### src/rtl/alu_control_sequencer.sv
// alu_control_sequencer: multi-cycle FETCH/DECODE/EXEC/WB sequencer
// that fetches 32-bit words and issues ALUop and register-file controls.
//
// Ports:
//   clk, rst          clock, async active-high reset
//   en                run enable, looked at only in FETCH
//   instr_req/addr    fetch request and address (= pc)
//   instr_valid/data  fetch response strobe and instruction word
//   ALUop             ALU operation (non-zero only in EXEC and WB)
//   alu_src_imm       B operand select (1 = imm)
//   imm, rs1, rs2, rd decoded fields, held from DECODE to next DECODE
//   reg_we            register write pulse in WB
//   pc, retired       program counter and completed-instruction count
module alu_control_sequencer (
    input  logic        clk,
    input  logic        rst,
    input  logic        en,
    output logic        instr_req,
    output logic [31:0] instr_addr,
    input  logic        instr_valid,
    input  logic [31:0] instr_data,
    output logic [2:0]  ALUop,
    output logic        alu_src_imm,
    output logic [31:0] imm,
    output logic [4:0]  rs1,
    output logic [4:0]  rs2,
    output logic [4:0]  rd,
    output logic        reg_we,
    output logic [31:0] pc,
    output logic [15:0] retired
);

    typedef enum logic [1:0] {
        FETCH,
        DECODE,
        EXEC,
        WB
    } state_t;

    state_t      state;
    state_t      state_nxt;
    logic [31:0] ir;
    logic [31:0] pc_q;
    logic [15:0] ret_q;
    logic [2:0]  op;
    logic        take;
    logic        writes;

    // The IR only changes on a fetch transfer, so deriving the fields
    // straight from it holds them stable from DECODE to the next DECODE.
    assign op          = ir[31:29];
    assign rd          = ir[28:24];
    assign rs1         = ir[23:19];
    assign rs2         = ir[18:14];
    assign imm         = {18'd0, ir[13:0]};
    assign alu_src_imm = (op[2:1] == 2'b11);

    // Opcodes 000/001 are NOOPs; writes to r0 are suppressed.
    assign writes = (op[2:1] != 2'b00) && (rd != 5'd0);

    assign take       = instr_req && instr_valid;
    assign pc         = pc_q;
    assign instr_addr = pc_q;
    assign retired    = ret_q;

    always_ff @(posedge clk or posedge rst) begin
        if (rst) begin
            state <= FETCH;
            ir    <= 32'd0;
            pc_q  <= 32'd0;
            ret_q <= 16'd0;
        end else begin
            state <= state_nxt;
            if (take) begin
                ir <= instr_data;
            end
            if (state == WB) begin
                pc_q  <= pc_q + 32'd4;
                ret_q <= ret_q + 16'd1;
            end
        end
    end

    always_comb begin
        state_nxt = state;
        instr_req = 1'b0;
        ALUop     = 3'b000;
        reg_we    = 1'b0;
        unique case (state)
            FETCH: begin
                // Gated by rst so the request is low while reset is held.
                instr_req = en && !rst;
                if (en && !rst && instr_valid) begin
                    state_nxt = DECODE;
                end
            end
            DECODE: begin
                state_nxt = EXEC;
            end
            EXEC: begin
                ALUop     = op;
                state_nxt = WB;
            end
            WB: begin
                // ALUop held so the ALU result is settled for the write.
                ALUop     = op;
                reg_we    = writes;
                state_nxt = FETCH;
            end
            default: begin
                state_nxt = FETCH;
            end
        endcase
    end

endmodule

### config.mk
export PLATFORM = sky130hd
export DESIGN_NAME = alu_control_sequencer
export DESIGN_NICKNAME = d
export VERILOG_FILES = /design/src/rtl/alu_control_sequencer.sv
export SDC_FILE = /design/constraint.sdc
export NUM_CORES = 1
export LEC_CHECK = 0
export CAP_MARGIN = 10
export CORE_MARGIN = 2
export CORE_UTILIZATION = 39
export DETAILED_ROUTE_END_ITERATION = 6
export PLACE_DENSITY = 0.75
export SLEW_MARGIN = 20
export SYNTH_ARGS = -nofsm -noshare
export SYNTH_HDL_FRONTEND = slang
export SYNTH_SLANG_ARGS = --single-unit
### constraint.sdc
create_clock -name clk -period 3.9 [get_ports clk]
set_input_delay 0.975 -clock clk [delete_from_list [all_inputs] [get_ports clk]]
set_output_delay 0.975 -clock clk [all_outputs]
set_load 0.01 [all_outputs]
# After elaboration in Yosys (flattened, before gate mapping)
# Index checks and enable logic that the tools add are counted.
[word_totals]
inputBits = 36
reg_bits = 82
word_cells = 25
output_inout_bits = 133
[classes]
add_sub_neg = 2
n_reduce_logical = 9
eq_ne = 5
n_mux = 5
[ops]
columns = ["operator", "count"]
rows = [
  ["adder 32 x 3 -> 32 bit, second input constant", 1],
  ["adder 16 x 1 -> 16 bit, second input constant", 1],
  ["case mux 2 bit (4 select lines)", 1],
  ["== test 2 bit, second input constant", 3],
  ["nonzero test 5 bit", 1],
  ["logical AND 1 bit", 4],
  ["two-way mux 3 bit", 1],
  ["== test 2 x 1 -> 1 bit, second input constant", 1],
  ["zero test 2 bit", 1],
  ["two-way mux 1 bit", 2],
  ["two-way mux 2 bit", 1],
  ["inequality test 2 bit, second input constant", 1],
  ["nonzero test 2 bit", 1],
  ["OR reduction 2 bit", 1],
  ["zero test 1 bit", 1],
]

# Logic depth before layout (Yosys ltp)
# Gate-level depths: netlist of run 1.
[depth]
depth_word = 5
ltp_mapped = 6
mapped_depth_nobuf = 5

# Least setup slack after synthesis of run 1
# OpenSTA, ideal clock, no wires.
[synth_timing]
kind = "in2out"
start = "input port rst"
end = "output port instr_req"
stages = 2
t_arrival_ns = 3.091
setup_slack_ns = -0.166
required_time_ns = 2.925
cell_sequence = "inv_1 > and3_1"
[synth_via]
elab_chain_cells = 3
[synth_rtl]
columns = ["item", "line_no", "source"]
rows = [
  ["start: declaration", "16", "input logic rst,"],
  ["zero test 1 bit", "92", "instr_req = en && !rst;"],
  ["logical AND 1 bit", "92", ""],
  ["two-way mux 1 bit", "89", "unique case (state)"],
  ["end: declaration", "18", "output logic instr_req,"],
]
# No other way between the ends.

# Worst setup path in the final report of run 1
# Same ends and word-level chain as after synthesis.

==> flow_summary.ini, run 1 <==
[die]
core-area_sq_um = 10100
die_w_um = 105
die_h_um = 105
num_rows = 37
start_util_pct = 39.6
io_pins = 169
die_area_sq_um = 11100

[cts]
cts_made_buffers = 9
cts-resized-gates = 0
ctsHoldBuffers = 0
cts.clk_slew.worst_paths_ns = 0.08
cts_tree = done
cts_num_sinks = 80
clockRootBuffer = clkbuf_8
clockBufferDepth = 2
clkLatencyLatePin_ns = 0.34
h-tree-depth = 3
cts_setup_buffers = 0

[flow_run]
cap_violations = 0

[timing]
min_period_ns = 3.24
setup_ws_ns = 0.662
finalClockSkew_ns = 0.0156
timing.slew.headroom_pct = 58.2
fmax_mhz = 309
worst_pin_slew_ns = 0.627
drv_slew = 0
fin_setup_tns_ns = 0
rsz0062_at_grt = no
min_period_over_period_pct = 83.0
setup_viol = 0
hold_viol_final = 0

[worst_setup_path]
reg2reg_depth = 5
reg2reg_from = state[1]$_DFFE_PP0P_
path_class = primary input to output port
cp.required_ns = 2.92
crit_path_end = instr_req
path_common_cell = clkdlybuf4s50_1
cp-end-kind = output port
slowest_stage = clkdlybuf4s50_1
cp-startpoint = rst
r2r_end = retired[15]$_DFFE_PP0N_
crit_path_cell_trace = clkdlybuf4s50_1, clkinvlp_4, and3_1, clkdlybuf4s50_1
cp_num_buf_inv = 3
path_delay_family = buffers and inverters
crit_fanout = 2
r2r_slack_ns = 1.72
max_stage_delay_ns = 0.51
arrival_ns = 2.26
cp_num_cells = 4
cp-start-kind = primary input

[global_routing]
busiest_layer = met2
grt_pass1_vias = 2587
grt_max_degree = 51
overflow = 0
met2_usage_pct = 23.4
use_met3_pct = 3.22
use_met1_pct = 19.6
grt_antenna_before_repair = 0
grt_pass1_wl_um = 13100
track_usage_pct = 14.6

[final_layout]
final_core_util_pct = 52.4
stdcell_area_sq_um = 5310
drive_above_1_share_pct = 13.6
nFillCells = 922
n_antenna_cell = 0
nets = 477
syn_to_final_growth_pct = 32.3

[logic_synthesis]
postSynthAreaPerCell_sq_um = 11.8
synth-main-ff-cell = dfrtp_1
yosysUniqueCellTypes = 28
async_reset_ff_share_pct = 100
ys_top_cells_by_area = dfrtp_1, buf_4, mux2_2, xnor2_1, xor2_1
postSynthCellCount = 339
synth_warnings = 0
synth_area_sq_um = 4010
yosysSeqAreaShare_pct = 49.9
synth_seq_cells = 80
synth_area_leader_cell = dfrtp_1
synth_edf_count = 0
synth_top_area_share_pct = 49.9

[drt]
drt_first_pass_iters = 4
antenna_left = 0
drc_errors = 0
drtIter0Drc = 102
via_per_inst = 4.55
wl_um = 7900
num_vias = 2621
drt-wirelength-per-cell_um = 13.7

[min_path]
whs_path_depth = 1
hp-class = register to register

[placed_design]
port_buffers = 146
place.gp.congestion = 0.728
place_ws_ns = 0.630
hpwl_um = 5800
dpl_cell_area_sq_um = 5120

[outcome]
status = finished, final reports clean

[pwr]
power.density_cell_area_nw_per_um2 = 554
leakagePower_nw = 2.33
max-vdd-ir-drop_mv = 0.226
## cell usage after synthesis, types with 2 or more instances
cell	number
mux2_2	35
dfrtp_1	80
buf_4	81
and3_1	13
nor2_1	9
nand3_1	14
buf_2	4
inv_1	5
xnor2_1	30
xor2_1	14
ha_1	6
nand4_1	12
nand2_1	14
and2_1	2
and4_1	2
nor3_1	4
nor2b_1	3
## per-layer routing
metal	up-vias	part of all wire, %
met1	1294	44
li1	1222	-
met3	9	6.0
met2	96	49
met4	0	1.3
met5	-	0
## through the flow
stage / std cells / hold WS, ns / power [mW]
CTS: 576 / 0.479 / 3.00
detailed placement: 560 / 0.463 / 2.39
global placement: 560 / 0.461 / 2.36
finish: 576 / 0.474 / 2.94
floorplan: 360 / 0.471 / 1.99
global route: 576 / 0.496 / 3.14
## flip-flops by register name (all words and copies together), names as in the netlist
| signal | cells |
|---|---|
| instr_addr | 30 |
| ir | 32 |
| retired | 16 |
| state | 2 |
## power by group
part / internal (mW) / total, mW / switching (mW)
clock: 0.295 / 0.592 / 0.297
sequential: 1.06 / 1.24 / 0.183
combinational: 0.687 / 1.11 / 0.420
total: 2.04 / 2.94 / 0.900
## area by class of cell
class,instances,area [sq um],share of cell area (%)
Clock buffer,11,131,2.47
Clock inverter,5,57.6,1.08
Inverter,5,22.5,0.424
Multi-Input combinational cell,190,1440,27.2
Sequential cell,80,2000,37.7
Tap cell,136,170,3.20
Timing Repair Buffer,149,1480,27.9
## kinds of logic (layout without fill, tap and decap cells)
kind of cell / Yosys count / after routing / synth area share, %
muxes: 36 / 36 / 10.1
other: 1 / 22 / 0.0935
DFF: 80 / 80 / 49.9
xor gates and xnor gates: 44 / 44 / 9.60
adders and majority gates: 6 / 6 / 1.87
buffers and inverters: 90 / 170 / 16.1
and+or+nand+nor: 80 / 80 / 12.1
AOI/OAI and AO/OA: 2 / 2 / 0.249
## placed cells by master, fill, tap and decap left out, drive strengths merged
cell type,count
dfrtp,80
xor2,14
bufinv,1
conb,22
buf,3
ha,6
and2,2
clkinv,1
clkinvlp,4
inv,4
nor2,9
and4,2
clkbuf,11
o21ai,1
nand2,14
xnor2,30
nor2b,3
nand3,15
mux2i,1
and3,13
nor4,2
nand4,14
mux2,35
a21oi,1
clkdlybuf4s50,146
nor3,6
## how the worst min path moves through the flow
stage,from,slack [ns],end
after floorplan,ir[29]$_DFFE_PP0P_,0.47,ir[29]$_DFFE_PP0P_
after global placement,retired[15]$_DFFE_PP0N_,0.46,retired[15]$_DFFE_PP0N_
after detailed placement,retired[15]$_DFFE_PP0N_,0.46,retired[15]$_DFFE_PP0N_
after CTS,retired[15]$_DFFE_PP0N_,0.48,retired[15]$_DFFE_PP0N_
after global routing,retired[15]$_DFFE_PP0N_,0.50,retired[15]$_DFFE_PP0N_
final,retired[15]$_DFFE_PP0N_,0.47,retired[15]$_DFFE_PP0N_
No activity file was read; power rests on OpenSTA's default activity.
==> inputs of run 2 (changes only) <==
--- a/config.mk
+++ b/config.mk
@@ -7,9 +7,9 @@
 export LEC_CHECK = 0
 export CAP_MARGIN = 10
 export CORE_MARGIN = 2
-export CORE_UTILIZATION = 39
+export CORE_UTILIZATION = 43
 export DETAILED_ROUTE_END_ITERATION = 6
-export PLACE_DENSITY = 0.75
+export PLACE_DENSITY = 0.79
 export SLEW_MARGIN = 20
 export SYNTH_ARGS = -nofsm -noshare
 export SYNTH_HDL_FRONTEND = slang
==> constraint.sdc (replaced) <==
create_clock -name clk -period 3.4 [get_ports clk]
set_input_delay 0.85 -clock clk [delete_from_list [all_inputs] [get_ports clk]]
set_output_delay 0.85 -clock clk [all_outputs]
set_load 0.01 [all_outputs]
==> run 2 against run 1 <==
Net effect: clock skew decreased by 0.0083 ns; setup slack got worse by 0.23 ns; flip-flop and latch count unchanged; critical endpoint unchanged; sequential power increased by 16%.
==> flow_summary.ini, run 2 (synthesis results as in run 1) <==
[timing]
finalClockSkew_ns = 0.00727
rsz0062_at_grt = no
worst_pin_slew_ns = 0.703
drv_slew = 0
hold_viol_final = 0
min_period_over_period_pct = 87.2
timing.slew.headroom_pct = 53.1
holdWs_ns = 0.473
min_period_ns = 2.97
setup_viol = 0
fmax_mhz = 337
fin_setup_tns_ns = 0

[drt]
antenna_left = 0
drc_errors = 0
wl_um = 7710
drt-wirelength-per-cell_um = 14.0
drt_first_pass_iters = 4
via_per_inst = 4.70
drtIter0Drc = 47
num_vias = 2592

[worst_setup_path]
cp-startpoint = rst
arrival_ns = 2.12
reg2reg_from = state[1]$_DFFE_PP0P_
crit_path_end = instr_req
cp.required_ns = 2.55
crit_fanout = 2
r2r_slack_ns = 1.46
path_class = primary input to output port
r2r_end = retired[15]$_DFFE_PP0N_
cp-start-kind = primary input
reg2reg_depth = 6
cp-end-kind = output port

[pwr]
sequentialPowerShare_pct = 42.5
fin_total_pwr_mw = 3.38
power.density_cell_area_nw_per_um2 = 638
p_sw_mw = 1.03
max-vdd-ir-drop_mv = 0.267
internal-power_mw = 2.35
clkPwrFrac_pct = 19.7
switching_share_pct = 30.5
pwr-share-comb_pct = 37.7
leakagePower_nw = 2.35

[min_path]
hp-class = register to register

[global_routing]
track_usage_pct = 15.1
grt_max_degree = 82
overflow = 0
grt_antenna_before_repair = 0
grt_pass1_wl_um = 12200
grt_pass1_vias = 2602

[die]
die_h_um = 101
die_w_um = 101
io_pins = 169
start_util_pct = 43.8
num_rows = 35
die_area_sq_um = 10100
core-area_sq_um = 9150

[cts]
clockBufferDepth = 2
cts_num_sinks = 80
cts_tree = done
cts_made_buffers = 9
ctsHoldBuffers = 0
cts_setup_buffers = 0
cts-resized-gates = 0
clkLatencyLatePin_ns = 0.34
clockRootBuffer = clkbuf_8
h-tree-depth = 3
cts.clk_slew.worst_paths_ns = 0.08

[final_layout]
syn_to_final_growth_pct = 31.9
drive_above_1_share_pct = 13.9
final_cell_mix = clkdlybuf4s50_1, dfrtp_1, mux2_2
largest_reg_flops = 32
final_core_util_pct = 57.8
n_antenna_cell = 0
final_common_cell = clkdlybuf4s50_1
nets = 477
regMostFlops = ir
stdcell_area_sq_um = 5290

[placed_design]
hpwl_um = 5590
dpl_cell_area_sq_um = 5100
place.gp.congestion = 0.762
port_buffers = 146

[outcome]
status = finished, final reports clean

[flow_run]
cap_violations = 0
run 2: changes by cell type in the layout (fill, tap and decap cells not counted), sizes merged:
| cell | before | now |
|---|---|---|
| clkinvlp | 4 | 3 |
| clkinv | 1 | 3 |
| clkbuf | 11 | 10 |
run 2: critical path: stages:
cell	delay [ns]
clkdlybuf4s50_1	0.51
clkinvlp_4	0.10
and3_1	0.18
clkdlybuf4s50_1	0.47
run 2: per-layer routing:
layer	track usage (%)	vias up	part of all wire, %	wire (um)
met3	3.19	9	6.3	484
met1	19.0	1255	44	3420
met4	6.01	0	1.0	80
met5	0	-	0	0
met2	25.5	105	48	3730
li1	-	1223	-	-
run 2: stage by stage:
| stage | instances | worst slack (ns) |
|---|---|---|
| 2_1_floorplan | 360 | 0.0422 |
| 3_3_place_gp | 535 | 0.428 |
| 3_5_place_dp | 535 | 0.375 |
| 4_1_cts | 551 | 0.433 |
| 5_1_grt | 551 | 0.378 |
| 6_report | 551 | 0.434 |
run 2: final cells by class:
type	count	area, sq um
inverters	5	22.5
multi-input cells	190	1440
clock inverters	6	60.1
fillers	744	3860
clock buffers	10	128
repair buffers	149	1500
flip-flops and latches	80	2000
well taps	111	139
run 2: worst min path at each step:
stage,from,end,slack (ns),cells past startpoint
after global routing,retired[15]$_DFFE_PP0N_,retired[15]$_DFFE_PP0N_,0.51,1
after global placement,retired[15]$_DFFE_PP0N_,retired[15]$_DFFE_PP0N_,0.47,1
after floorplan,ir[29]$_DFFE_PP0P_,ir[29]$_DFFE_PP0P_,0.47,1
final,retired[15]$_DFFE_PP0N_,retired[15]$_DFFE_PP0N_,0.47,1
after CTS,retired[15]$_DFFE_PP0N_,retired[15]$_DFFE_PP0N_,0.48,1
after detailed placement,retired[15]$_DFFE_PP0N_,retired[15]$_DFFE_PP0N_,0.46,1
run 2: power by group through the flow:
stage	Combinational [mW]	Sequential, mW	Clock [mW]
after detailed placement	1.29	1.46	0
after global routing	1.38	1.48	0.736
final	1.27	1.44	0.666
after global placement	1.26	1.44	0
after CTS	1.29	1.44	0.694
after floorplan	0.860	1.43	0
